`src/rtl/ysyx_23060124_csr_exu.sv`:
```
// ============================================================================
// Module      : ysyx_23060124_csr_exu
// Description : CSR execute / trap-control unit (IDLE->READ->EXEC->RESP).
//               Optional illegal-access checking under YSYX_CSR_ILLEGAL_EN.
// Revision    : 1.0 - initial release
// ============================================================================
`default_nettype none

module ysyx_23060124_csr_exu (
  input  logic        clock,
  input  logic        rst_n,
  input  logic        in_valid,
  output logic        in_ready,
  input  logic [31:0] in_pc,
  input  logic [2:0]  in_funct3,
  input  logic        in_ecall,
  input  logic        in_mret,
  input  logic [11:0] in_csr_addr,
  input  logic [4:0]  in_rs1_idx,
  input  logic [31:0] in_rs1_data,
  input  logic [4:0]  in_rd,
  input  logic [31:0] in_a5,
  output logic [11:0] csr_addr,
  output logic        csr_wen,
  output logic [31:0] csr_wdata,
  input  logic [31:0] csr_rdata,
  output logic        csr_ecall,
  output logic        csr_mret,
  output logic [31:0] csr_pc,
  output logic [31:0] csr_a5,
  input  logic [31:0] csr_mtvec,
  input  logic [31:0] csr_mepc,
  output logic        out_valid,
  input  logic        out_ready,
  output logic [4:0]  out_rd,
  output logic        out_rd_wen,
  output logic [31:0] out_rd_data,
  output logic        redirect_valid,
  output logic [31:0] redirect_pc
`ifdef YSYX_CSR_ILLEGAL_EN
  ,
  output logic        out_illegal
`endif
);

  typedef enum logic [1:0] {
    S_IDLE = 2'd0,
    S_READ = 2'd1,
    S_EXEC = 2'd2,
    S_RESP = 2'd3
  } state_t;

  state_t      r_state;
  state_t      w_next;

  logic [31:0] r_pc;
  logic [2:0]  r_funct3;
  logic        r_ecall;
  logic        r_mret;
  logic [11:0] r_addr;
  logic [4:0]  r_rs1_idx;
  logic [31:0] r_rs1_data;
  logic [4:0]  r_rd;
  logic [31:0] r_a5;
  logic [31:0] r_old;
  logic        r_rd_wen;
  logic [31:0] r_rd_data;
  logic        r_redir;
  logic [31:0] r_redirect_pc;

  logic        w_exec;
  logic        w_is_csr;
  logic        w_writes;
  logic [31:0] w_src;
  logic [31:0] w_new;
  logic        w_illegal;
  logic        w_rd_wen;

  // ecall/mret take priority, so a CSR op only counts when neither flag is set
  assign w_exec   = (r_state == S_EXEC);
  assign w_is_csr = !r_ecall && !r_mret && (r_funct3[1:0] != 2'b00);
  assign w_writes = (r_funct3[1:0] == 2'b01) || (r_rs1_idx != 5'd0);
  assign w_src    = r_funct3[2] ? {27'd0, r_rs1_idx} : r_rs1_data;

  always_comb begin
    w_new = r_old;
    case (r_funct3[1:0])
      2'b01:   w_new = w_src;
      2'b10:   w_new = r_old | w_src;
      2'b11:   w_new = r_old & ~w_src;
      default: w_new = r_old;
    endcase
  end

`ifdef YSYX_CSR_ILLEGAL_EN
  logic w_rw_addr;
  logic w_ro_addr;
  logic r_illegal;

  assign w_rw_addr = (r_addr == 12'h300) || (r_addr == 12'h305) ||
                     (r_addr == 12'h341) || (r_addr == 12'h342);
  assign w_ro_addr = (r_addr == 12'hF11) || (r_addr == 12'hF12);
  assign w_illegal = w_is_csr && (!(w_rw_addr || w_ro_addr) || (w_ro_addr && w_writes));
`else
  assign w_illegal = 1'b0;
`endif

  assign w_rd_wen = w_is_csr && (r_rd != 5'd0) && !w_illegal;

  always_comb begin
    w_next = r_state;
    case (r_state)
      S_IDLE:  if (in_valid) w_next = S_READ;
      S_READ:  w_next = S_EXEC;
      S_EXEC:  w_next = S_RESP;
      S_RESP:  if (out_ready) w_next = S_IDLE;
      default: w_next = S_IDLE;
    endcase
  end

  always_ff @(posedge clock or negedge rst_n) begin
    if (!rst_n) begin
      r_state <= S_IDLE;
    end else begin
      r_state <= w_next;
    end
  end

  always_ff @(posedge clock or negedge rst_n) begin
    if (!rst_n) begin
      r_pc          <= 32'd0;
      r_funct3      <= 3'd0;
      r_ecall       <= 1'b0;
      r_mret        <= 1'b0;
      r_addr        <= 12'd0;
      r_rs1_idx     <= 5'd0;
      r_rs1_data    <= 32'd0;
      r_rd          <= 5'd0;
      r_a5          <= 32'd0;
      r_old         <= 32'd0;
      r_rd_wen      <= 1'b0;
      r_rd_data     <= 32'd0;
      r_redir       <= 1'b0;
      r_redirect_pc <= 32'd0;
    end else begin
      if (r_state == S_IDLE && in_valid) begin
        r_pc       <= in_pc;
        r_funct3   <= in_funct3;
        r_ecall    <= in_ecall;
        r_mret     <= in_mret;
        r_addr     <= in_csr_addr;
        r_rs1_idx  <= in_rs1_idx;
        r_rs1_data <= in_rs1_data;
        r_rd       <= in_rd;
        r_a5       <= in_a5;
      end
      if (r_state == S_READ) begin
        r_old <= csr_rdata;
      end
      // Trap vectors are sampled on the same edge the register file updates,
      // so they still hold their pre-update values here.
      if (w_exec) begin
        r_rd_wen      <= w_rd_wen;
        r_rd_data     <= w_is_csr ? r_old : 32'd0;
        r_redir       <= r_ecall || r_mret;
        r_redirect_pc <= r_ecall ? csr_mtvec : (r_mret ? csr_mepc : 32'd0);
      end
    end
  end

`ifdef YSYX_CSR_ILLEGAL_EN
  always_ff @(posedge clock or negedge rst_n) begin
    if (!rst_n) begin
      r_illegal <= 1'b0;
    end else if (w_exec) begin
      r_illegal <= w_illegal;
    end
  end

  assign out_illegal = out_valid && r_illegal;
`endif

  // Strobes decode from the state register, so an async reset kills them at once
  assign in_ready       = (r_state == S_IDLE) && rst_n;
  assign csr_addr       = r_addr;
  assign csr_wen        = w_exec && w_is_csr && w_writes && !w_illegal;
  assign csr_wdata      = csr_wen ? w_new : 32'd0;
  assign csr_ecall      = w_exec && r_ecall;
  assign csr_mret       = w_exec && !r_ecall && r_mret;
  assign csr_pc         = r_pc;
  assign csr_a5         = r_a5;
  assign out_valid      = (r_state == S_RESP);
  assign out_rd         = r_rd;
  assign out_rd_wen     = out_valid && r_rd_wen;
  assign out_rd_data    = r_rd_data;
  assign redirect_valid = out_valid && r_redir;
  assign redirect_pc    = r_redirect_pc;

endmodule

`default_nettype wire
```
`config.mk`:
```
export PLATFORM = sky130hd
export DESIGN_NAME = ysyx_23060124_csr_exu
export DESIGN_NICKNAME = d
export VERILOG_FILES = /design/src/rtl/ysyx_23060124_csr_exu.sv
export SDC_FILE = /design/constraint.sdc
export NUM_CORES = 1
export LEC_CHECK = 0
export CORE_ASPECT_RATIO = 1.4
export CORE_MARGIN = 5
export CORE_UTILIZATION = 43
export DETAILED_ROUTE_END_ITERATION = 8
export PLACE_DENSITY = 0.8
export SLEW_MARGIN = 20
export SYNTH_ARGS = -nofsm -noshare
export SYNTH_HDL_FRONTEND = slang
export SYNTH_SLANG_ARGS = --single-unit
```
`constraint.sdc`:
```
create_clock -name clock -period 2.68 [get_ports clock]
set_input_delay 0.804 -clock clock [delete_from_list [all_inputs] [get_ports clock]]
set_output_delay 0.804 -clock clock [all_outputs]
set_load 0.01 [all_outputs]
```
* Word level (Yosys, flattened, before mapping)
Cells that the tools add are included.
Word-level totals: bits in registers 223
Operators by class: eq/ne operators 8, muxes and demuxes 9, bitwise gates (word level) 3, reductions and logical operators 21
Operator list (number):
- $mux W32 | 5
- $pmux W32 S3 | 1
- $and A32 B32 Y32 | 1
- $not A32 Y32 | 1
- $or A32 B32 Y32 | 1
- $logic_and A1 B1 Y1 | 12
- $reduce_bool A5 Y1 | 2
- $eq A2 B2 Y1 const B | 4
- $pmux W2 S4 | 1
- $eq A2 B1 Y1 const B | 2
- $mux W2 | 2
- $logic_not A1 Y1 | 2
- $logic_not A2 Y1 | 1
- $logic_or A1 B1 Y1 | 2
- $ne A2 B1 Y1 const B | 1
- $ne A2 B2 Y1 const B | 1
- $reduce_and A2 Y1 | 1
- $reduce_bool A2 Y1 | 1

* Logic depth before layout (Yosys ltp)
depth after elaboration 6, gate-level depth with buffers 8, mapped depth without buffers 5

* Worst setup path after synthesis
Ideal clock, no wire load.
path kind register to output, start register r_state[0], end output port csr_wdata[10], arrival time 1.736 ns, slack 0.140 ns, cell stages (with the launch flop) 8, buffers on the path 2, cell sequence dfrtp_1 inv_1 ha_1 buf_4 nor3b_4 o21ai_2 buf_2 nor4_1
Between the ends: cells in the longest elaborated chain, start to end 4
RTL lines:
- start, declared | line 53 | state_t r_state;
- start signal, assigned | line 125 | r_state <= w_next;
- $eq A2 B2 Y1 | line 80 | assign w_exec = (r_state == S_EXEC);
- $logic_and A1 B1 Y1 (2 in series) | line 186 | assign csr_wen = w_exec && w_is_csr && w_writes && !w_illegal;
- $mux W32 | line 187 | assign csr_wdata = csr_wen ? w_new : 32'd0;
- end, declared | line 25 | output logic [31:0] csr_wdata,
Every way passes these cells.

* Final worst setup path
start register r_state[0], end output port csr_wdata[11]
The elaborated chain is that of the path after synthesis.

==> results.toml <==
[cells_and_area]
fin_nets = 1416
regArea_um2 = 5580
layout-drive-gt1-share = 0.287
area_delta_synth_final_pct = 61.4
final_core_util = 0.704
instances_no_fill = 1505
nFillCells = 1573
multi_input_area_um2 = 4410

[yosys]
yosys_warnings = 0
synth_nets = 990
synth_top_family_by_area = "multiplexers"
synth.area.top_cells = "dfrtp_1 (57%), mux2_2 (17%), a221oi_1 (2.9%)"
synth.most_common_cell = "dfrtp_1"
synthAdderAreaFrac = 0.00637
ys_ff_latch = 223
syn-instance-count = 762
async_reset_ff_frac = 1.00
synth.area.mux_share = 0.191
avgSynthCellArea_um2 = 12.9
synth_compound_area_frac = 0.101
synth_xor_area_frac = 0
synth.distinct_cells = 38
synthSimpleGateAreaFrac = 0.0954
netlist_top_cells_count = "dfrtp_1 (223), mux2_2 (150), nor2_1 (70)"
synth_top_flop_cell = "dfrtp_1"
netlist_area_um2 = 9820
synth_edf_count = 0
synth_top_cell_area_share = 0.568
seq_area_frac_synth = 0.568
yosysTopAreaCell = "dfrtp_1"

[grt]
grt_util_met3 = 0.0761
gr-max-usage-layer = "met2"
grt_pass1_vias = 8970
met2_usage = 0.440
grt_antenna_before_repair = 2
grt_pass1_wl_um = 52500
grt_usage = 0.261
overflow = 0
grt_max_degree = 117
met1_usage = 0.303

[critical_path]
critPathLaunchType = "register"
cp-end-kind = "output pin"
arrival_ns = 2.19
crit_type = "register to output pin"
cp_max_fo = 8
required_ns = 1.88
regToRegSetupSlack_ns = 0.60

[sta]
slew_viol_final = 0
timing.hold.ws_ns = 0.472
timing.fmax_ghz = 0.334
final_hold_viol_count = 0
finClkSkew_ns = 0.0115
fin_crit_sh = 1.12
max_slew_margin = 0.503
rsz0062_at_grt = "yes"
worstMarginPinSlew_ns = 0.746
setup_violations = 33
setup_ws_ns = -0.312
period_minus_slack_ns = 2.99

[routing]
drt_iter0_markers = 506
drcViolationCount = 0
dr.pass1.iters = 6
vias_per_cell = 5.52
vias = 8308
drt_wl_total_um = 34900
routedWlPerCell_um = 23.2
drtAntennaViolNets = 0

[outcome]
status = "complete, but fails checks"
violations = "negative setup slack"

[floorplanning]
initial_core_util = 0.436
die_width_um = 138
io_pins = 407
fp-row-count = 65
die_h_um = 189
die_area_um2 = 26000
core-area_um2 = 22500

[pwr]
finalPower_mw = 19.4
intPower_mw = 12.3
p_comb_frac = 0.511
ir_worst_vdd_uv = 804
pwr-share-seq = 0.320
power_switching_mw = 7.09
powerDensity_nw_per_um2 = 1220
p_sw_frac = 0.366
p_leak_nw = 6.56
p_clk_frac = 0.169

[clocking]
cts_buffers = 23
cts_tree = "built"
cts-hold-fix-buffers = 0
clkLatencyLatePin_ns = 0.51
cts.sinks = 223
cts_max_path_buffers = 3
cts_max_level = 1
clockRootBuffer = "clkbuf_16"
clk_pin_slew_ns = 0.07

[flow_run]
drv_cap = 0

[place]
place_hpwl_um = 24500
pre_cts_ws_ns = -0.336
gp_congestion = 0.865
place_inst = 1445
io_buffers = 406

[worst_hold_path]
hp-class = "primary input to asynchronous set/reset pin"
==> cell families after synthesis <==
family | after synthesis
flops | 223
simple gates | 168
mux | 167
compound gates | 127
buf+inv | 72
fa+ha+maj | 5
==> worst max-delay path, cell delays in order, from the launching register on <==
cell,delay [ns]
dfrtp_1,0.40
inv_2,0.09
ha_4,0.13
nor3b_4,0.27
o21ai_4,0.11
buf_12,0.17
buf_16,0.15
nor4_2,0.19
buf_2,0.17
==> final timing paths <==
| path | end | from | cells past startpoint |
|---|---|---|---|
| hold / removal | r_old[26]$_DFFE_PN0N_ | rst_n | 2 |
| min in group clock | r_redir$_DFFE_PN0P_ | r_redir$_DFFE_PN0P_ | 2 |
| max in group asynchronous | csr_a5[1]$_DFFE_PN0P_ | rst_n | 3 |
| setup reg to reg | redirect_pc[1]$_DFFE_PN0P_ | r_state[1]$_DFFE_PN0P_ | 8 |
| setup / recovery | csr_wdata[11] | r_state[0]$_DFFE_PN0P_ | 8 |
| hold reg to reg | r_redir$_DFFE_PN0P_ | r_redir$_DFFE_PN0P_ | 2 |
==> metal layers <==
layer	vias up	part of all wire
met4	0	0.054
met2	407	0.50
met3	109	0.089
met5	-	0
li1	3642	-
met1	4150	0.35
==> power by group through the flow <==
stage | sequential (mW) | combinational (mW) | clock [mW]
2_1_floorplan | 6.43 | 4.19 | 0
3_3_place_gp | 6.13 | 8.87 | 0
3_5_place_dp | 6.21 | 9.03 | 0
4_1_cts | 6.18 | 9.74 | 3.35
5_1_grt | 6.40 | 10.6 | 3.50
6_report | 6.20 | 9.91 | 3.27
==> state kept, by name, summed over array words and instances, names as in the netlist <==
name,count
csr_a5,32
csr_addr,12
csr_pc,32
out_rd,5
out_rd_data,32
r_ecall,1
r_funct3,3
r_mret,1
r_old,32
r_rd_wen,1
r_redir,1
r_rs1_data,32
r_rs1_idx,5
r_state,2
redirect_pc,32
==> stage by stage <==
step	area, um2	TNS [ns]
after CTS	15700	-8.27
after detailed placement	14500	-7.60
final	15800	-8.21
after global routing	15800	-11.20
after global placement	14500	-6.25
after floorplan	9820	0
==> cells in the final DEF (no fill, tap or decap), types with 21 or more instances in the layout <==
master	netlist	final
a221oi_1	32	32
mux2_2	150	150
nor2_1	70	69
dfrtp_1	223	221
nor3b_1	28	23
clkbuf_16	0	24
buf_4	2	31
nor4_4	0	21
buf_2	36	33
clkdlybuf4s50_1	0	366
nand2b_1	27	27
a21oi_1	27	26
a22o_1	32	32
==> final cells by class <==
type,count,share of cell area
Antenna cell,2,0.000316
Clock buffer,30,0.0399
Clock inverter,9,0.00813
Inverter,8,0.00205
Multi-Input combinational cell,467,0.278
Sequential cell,223,0.352
Tap cell,301,0.0238
Timing Repair Buffer,465,0.295
==> timing repair <==
item                                    CTS  global route
gates cloned                              4             2
pin swaps                                32             4
gates resized for setup                 245            25
setup buffers                             7             8
endpoints found under the setup margin   38            36
Note: power is estimated with default switching activity, not from simulation.
